### src/rtl/tdm_demux2.sv
// Two-slot TDM demultiplexer: hunts for frame sync, locks after repeated aligned
// syncs, and presents recovered {ch0, ch1} word pairs behind a valid/ready register.
module tdm_demux2 #(
   parameter int WIDTH      = 8,
   parameter int LOCK_COUNT = 4,
   parameter int MISS_LIMIT = 2
) (
   input  logic             clk,
   input  logic             reset,
   input  logic [WIDTH-1:0] din,
   input  logic             din_valid,
   input  logic             frame_sync,
   output logic [WIDTH-1:0] ch0_data,
   output logic [WIDTH-1:0] ch1_data,
   output logic             out_valid,
   input  logic             out_ready,
   output logic             locked,
   output logic             sync_err,
   output logic             overflow
);

   typedef enum logic [1:0] {HUNT, CHECK, LOCKED} state_t;

   localparam logic [3:0] LOCK_N = 4'(LOCK_COUNT);
   localparam logic [3:0] MISS_N = 4'(MISS_LIMIT);

   state_t           state_q, state_d;
   logic             phase_q, phase_d;   // 0: next accepted beat is slot 0
   logic [3:0]       match_q, match_d;
   logic [3:0]       miss_q, miss_d;
   logic [WIDTH-1:0] hold_q, hold_d;
   logic [WIDTH-1:0] ch0_d, ch1_d;
   logic             valid_d, sync_err_d, overflow_d;
   logic             pair_done, mismatch;

   assign locked = (state_q == LOCKED);

   // NOTE: every signal written here gets a default first, so no path leaves a
   // value unassigned and no latch is inferred.
   always_comb begin
      state_d    = state_q;
      phase_d    = phase_q;
      match_d    = match_q;
      miss_d     = miss_q;
      hold_d     = hold_q;
      ch0_d      = ch0_data;
      ch1_d      = ch1_data;
      valid_d    = out_valid;
      sync_err_d = 1'b0;
      overflow_d = 1'b0;
      pair_done  = 1'b0;
      mismatch   = 1'b0;

      if (din_valid) begin
         unique case (state_q)
            HUNT: begin
               if (frame_sync) begin
                  hold_d  = din;
                  phase_d = 1'b1;
                  match_d = 4'd1;
                  state_d = CHECK;
               end
            end
            CHECK: begin
               if (!phase_q) begin
                  hold_d = din;
                  if (frame_sync) begin
                     phase_d = 1'b1;
                     match_d = match_q + 4'd1;
                     if (match_q + 4'd1 == LOCK_N) begin
                        state_d = LOCKED;
                        miss_d  = 4'd0;
                     end
                  end else begin
                     state_d = HUNT;
                     phase_d = 1'b0;
                     match_d = 4'd0;
                  end
               end else if (frame_sync) begin
                  // Sync landed on slot 1: restart alignment from this beat.
                  hold_d  = din;
                  phase_d = 1'b1;
                  match_d = 4'd1;
               end else begin
                  phase_d = 1'b0;
               end
            end
            LOCKED: begin
               phase_d  = ~phase_q;
               mismatch = (phase_q == frame_sync);
               if (!phase_q) hold_d = din;
               else          pair_done = 1'b1;
               if (!phase_q && frame_sync) miss_d = 4'd0;
               if (mismatch) begin
                  sync_err_d = 1'b1;
                  miss_d     = miss_q + 4'd1;
                  if (miss_q + 4'd1 == MISS_N) begin
                     state_d = HUNT;
                     phase_d = 1'b0;
                     match_d = 4'd0;
                     miss_d  = 4'd0;
                  end
               end
            end
            default: state_d = HUNT;
         endcase
      end

      // A new pair may replace the held one only if that one leaves this cycle.
      if (pair_done) begin
         if (!out_valid || out_ready) begin
            ch0_d   = hold_q;
            ch1_d   = din;
            valid_d = 1'b1;
         end else begin
            overflow_d = 1'b1;
         end
      end else if (out_valid && out_ready) begin
         valid_d = 1'b0;
      end
   end

   // NOTE: sequential state uses non-blocking assignments so all registers
   // update together from the values computed before the edge.
   always_ff @(posedge clk or negedge reset) begin
      if (!reset) begin
         state_q   <= HUNT;
         phase_q   <= 1'b0;
         match_q   <= 4'd0;
         miss_q    <= 4'd0;
         hold_q    <= '0;
         ch0_data  <= '0;
         ch1_data  <= '0;
         out_valid <= 1'b0;
         sync_err  <= 1'b0;
         overflow  <= 1'b0;
      end else begin
         state_q   <= state_d;
         phase_q   <= phase_d;
         match_q   <= match_d;
         miss_q    <= miss_d;
         hold_q    <= hold_d;
         ch0_data  <= ch0_d;
         ch1_data  <= ch1_d;
         out_valid <= valid_d;
         sync_err  <= sync_err_d;
         overflow  <= overflow_d;
      end
   end

endmodule
### config.mk
export PLATFORM = sky130hd
export DESIGN_NAME = tdm_demux2
export DESIGN_NICKNAME = d
export VERILOG_FILES = /design/src/rtl/tdm_demux2.sv
export SDC_FILE = /design/constraint.sdc
export NUM_CORES = 1
export LEC_CHECK = 0
export ABC_CLOCK_PERIOD_IN_PS = 2250
export CORE_AREA = 5 5 64 66
export CTS_CLUSTER_SIZE = 20
export DETAILED_ROUTE_END_ITERATION = 12
export DIE_AREA = 0 0 69 71
export DONT_BUFFER_PORTS = 1
export PLACE_DENSITY = 0.69
export SYNTH_ARGS = -nofsm -noshare
export SYNTH_HDL_FRONTEND = slang
export SYNTH_SLANG_ARGS = --single-unit
### constraint.sdc
create_clock -name clk -period 2.25 [get_ports clk]
set_clock_uncertainty 0.15 [all_clocks]
set_input_delay 0.45 -clock clk [delete_from_list [all_inputs] [get_ports clk]]
set_output_delay 0.45 -clock clk [all_outputs]
set_load 0.01 [all_outputs]
==> impl_metrics.py <==
metrics = {
    "cts": {
        "cts_buffers": 5,
        "cts.sinks": 38,
        "cts_tree": "built",
        "cts_setup_buffers": 0,
        "htreeDepth": 2,
        "path_clk_slew_ns": 0.12,
        "clockRootBuffer": "clkbuf_4",
        "insertion_delay_ns": 0.34,
        "ctsLongestPathBuffers": 2,
    },
    "drt": {
        "wl_per_cell_um": 16.1,
        "dr.pass1.iters": 4,
        "drc": 0,
        "vias": 1272,
        "ant_nets": 0,
        "viasPerCell": 5.86,
        "drt-total-wl_um": 3490,
        "drtIter0Drc": 87,
    },
    "sta": {
        "setup_slack_ns": 0.110,
        "slew_headroom_pct": 74.4,
        "min_period_ns": 2.14,
        "fin_tns_setup_ns": 0,
        "tightestPinTransition_ns": 0.384,
        "fmax_mhz": 467,
        "final_hold_viol_count": 0,
        "setup_viol": 0,
        "timing.final.crit_share_pct": 95.1,
        "slew_viol_final": 0,
    },
    "status": {
        "status": "finished clean",
    },
    "finish": {
        "num_antenna_cells": 0,
        "mostFrequentLayoutCell": "dfrtp_1",
        "area_delta_synth_final_pct": 10.5,
        "drive_gt1_share_pct": 22.5,
        "nNetsFinal": 190,
        "final_cell_mix": "dfrtp_1, mux2_2, a22o_1",
    },
    "pwr": {
        "powerDensity_nw_per_um2": 798,
        "peakVddDrop_v": 0.000443,
        "p_leak_nw": 0.995,
    },
    "grt": {
        "grt_pass1_vias": 1344,
        "grt_pass1_wl_um": 6070,
        "antenna_found_initial": 0,
        "grt_max_degree": 39,
        "grtUsageTotal_pct": 15.3,
        "overflow": 0,
    },
    "die": {
        "die_w_um": 69,
        "core-area_um2": 3520,
        "die-area_um2": 4900,
        "die_h_um": 71,
        "io_pins": 33,
        "rows": 22,
        "initial_core_util_pct": 51.9,
    },
    "place": {
        "gp_congestion": 0.832,
        "dp_slack_ns": 0.0757,
        "portBuffers": 0,
        "hpwl_um": 2580,
    },
    "worst_setup_path": {
        "cp.arrival_ns": 2.23,
        "start_kind": "flop",
        "reg2reg_setup_slack_ns": 0.11,
        "worstSetupEndpointType": "flop",
        "cp_cell_sequence": "ha_1 > nor4b_2 > a21oi_1 > a21oi_2 > nand2b_1 > a22o_1",
        "crit_fanout": 6,
        "crit_type": "flop to flop",
        "slowest_stage": "dfrtp_1",
        "required_ns": 2.34,
        "slowest_delay_ns": 0.45,
    },
    "logic_synthesis": {
        "avgSynthCellArea_um2": 11.7,
        "syn_area_um2": 1830,
        "synth_top_area_share_pct": 52.0,
        "yosysWarnings": 0,
        "ys_types": 37,
        "ys_seq_area_share_pct": 52.0,
        "syn_nets": 178,
        "yosys.area.top_type": "dfrtp_1",
        "synth_cells": 156,
        "synth_area_leaders": "dfrtp_1, mux2_2, ha_1, a22o_1, a21oi_1",
        "ys_seq_elements": 38,
    },
    "job": {
        "cap_violations": 0,
    },
    "hold_path": {
        "hp-class": "primary input to flop",
    },
}
-- stage by stage --
step                util [%]  cell area, um2  hold slack (ns)  std cells  total power [mW]
finish                  57.4            2020           0.0750        217              1.61
global route            57.4            2020           0.0519        217              1.72
global placement        54.3            1910          0.00545        207              1.22
floorplan                  -            1830          0.00441        156              1.13
detailed placement      54.3            1910          0.00544        207              1.24
CTS                     57.0            2010           0.0610        217              1.63
-- critical path: cells and delay by family (launching register included) --
family / cells / cell delay (ns)
simple gates: 2 / 0.47
fa+ha+maj: 1 / 0.26
compound gates: 3 / 0.71
flops: 1 / 0.45
-- state kept, by name, summed over array words and instances (netlist names) --
register   flops
miss_q         4
phase_q        1
match_q        4
overflow       1
hold_q         8
ch0_data       8
state_q        2
sync_err       1
ch1_data       8
out_valid      1
-- metal layers --
layer	routed length, um	track usage (%)
met1	1480	17.7
met2	1760	25.6
met3	221	6.11
met4	29	5.42
met5	0	0
-- cell families after synthesis --
group           Yosys count  synth area share (%)
compound gates           37                  15.5
xor+xnor                  1                 0.479
fa+ha+maj                 9                  6.16
buf+inv                  10                  2.33
flops                    38                  52.0
mux                      17                  10.5
simple gates             44                  13.1
-- final timing paths --
kind                            from          to  cells after the start
setup reg to reg           miss_q[1]  match_q[3]                      6
setup / recovery           miss_q[1]  match_q[3]                      6
min in group asynchronous      reset   hold_q[6]                      2
max in group asynchronous      reset   hold_q[3]                      2
hold / removal                din[1]   hold_q[1]                      1
hold reg to reg            hold_q[4]   hold_q[4]                      1
-- power breakdown --
| part | switching [mW] | internal (mW) | leakage (nW) |
|---|---|---|---|
| registers | 0.0765 | 0.780 | 0.514 |
| clock network | 0.222 | 0.150 | 0.0343 |
| logic | 0.209 | 0.176 | 0.446 |
-- cell usage after synthesis --
library cell / n
nand2_1: 9
buf_4: 1
nand2b_1: 5
o2111a_1: 1
a21o_1: 3
o311ai_1: 1
or3_1: 1
xnor2_1: 1
o21ai_0: 2
a21oi_2: 2
nor2_1: 6
nor4_2: 1
nand3_1: 8
a31oi_1: 1
ha_1: 9
o211ai_1: 1
a31o_4: 1
buf_2: 1
mux2_2: 16
mux2_1: 1
nor2b_1: 4
a21oi_1: 8
a22o_1: 10
a211o_1: 2
and3_1: 4
or4_1: 1
o21ai_1: 1
a41oi_1: 1
o41ai_1: 1
nor3b_1: 2
o31ai_1: 2
dfrtp_1: 38
inv_2: 1
nor4b_1: 1
inv_1: 7
nand4_1: 1
nor3_1: 1
-- area by class of cell --
type                    count  area, um2
clock buffers               6       51.3
clock inverters             2       12.5
fillers                   318       1500
inverters                   8       30.0
multi-input cells         108        850
flip-flops and latches     38        951
well taps                  48       60.1
repair buffers              7       67.6
-- timing repair --
action / 4_1_cts / 5_1_grt
hold buffers: 2 / 0
resized for setup: 0 / 3
hold endpoints to repair: 38 / 0
setup endpoints to repair: 0 / 21
Note: power is estimated with default switching activity, not from simulation.
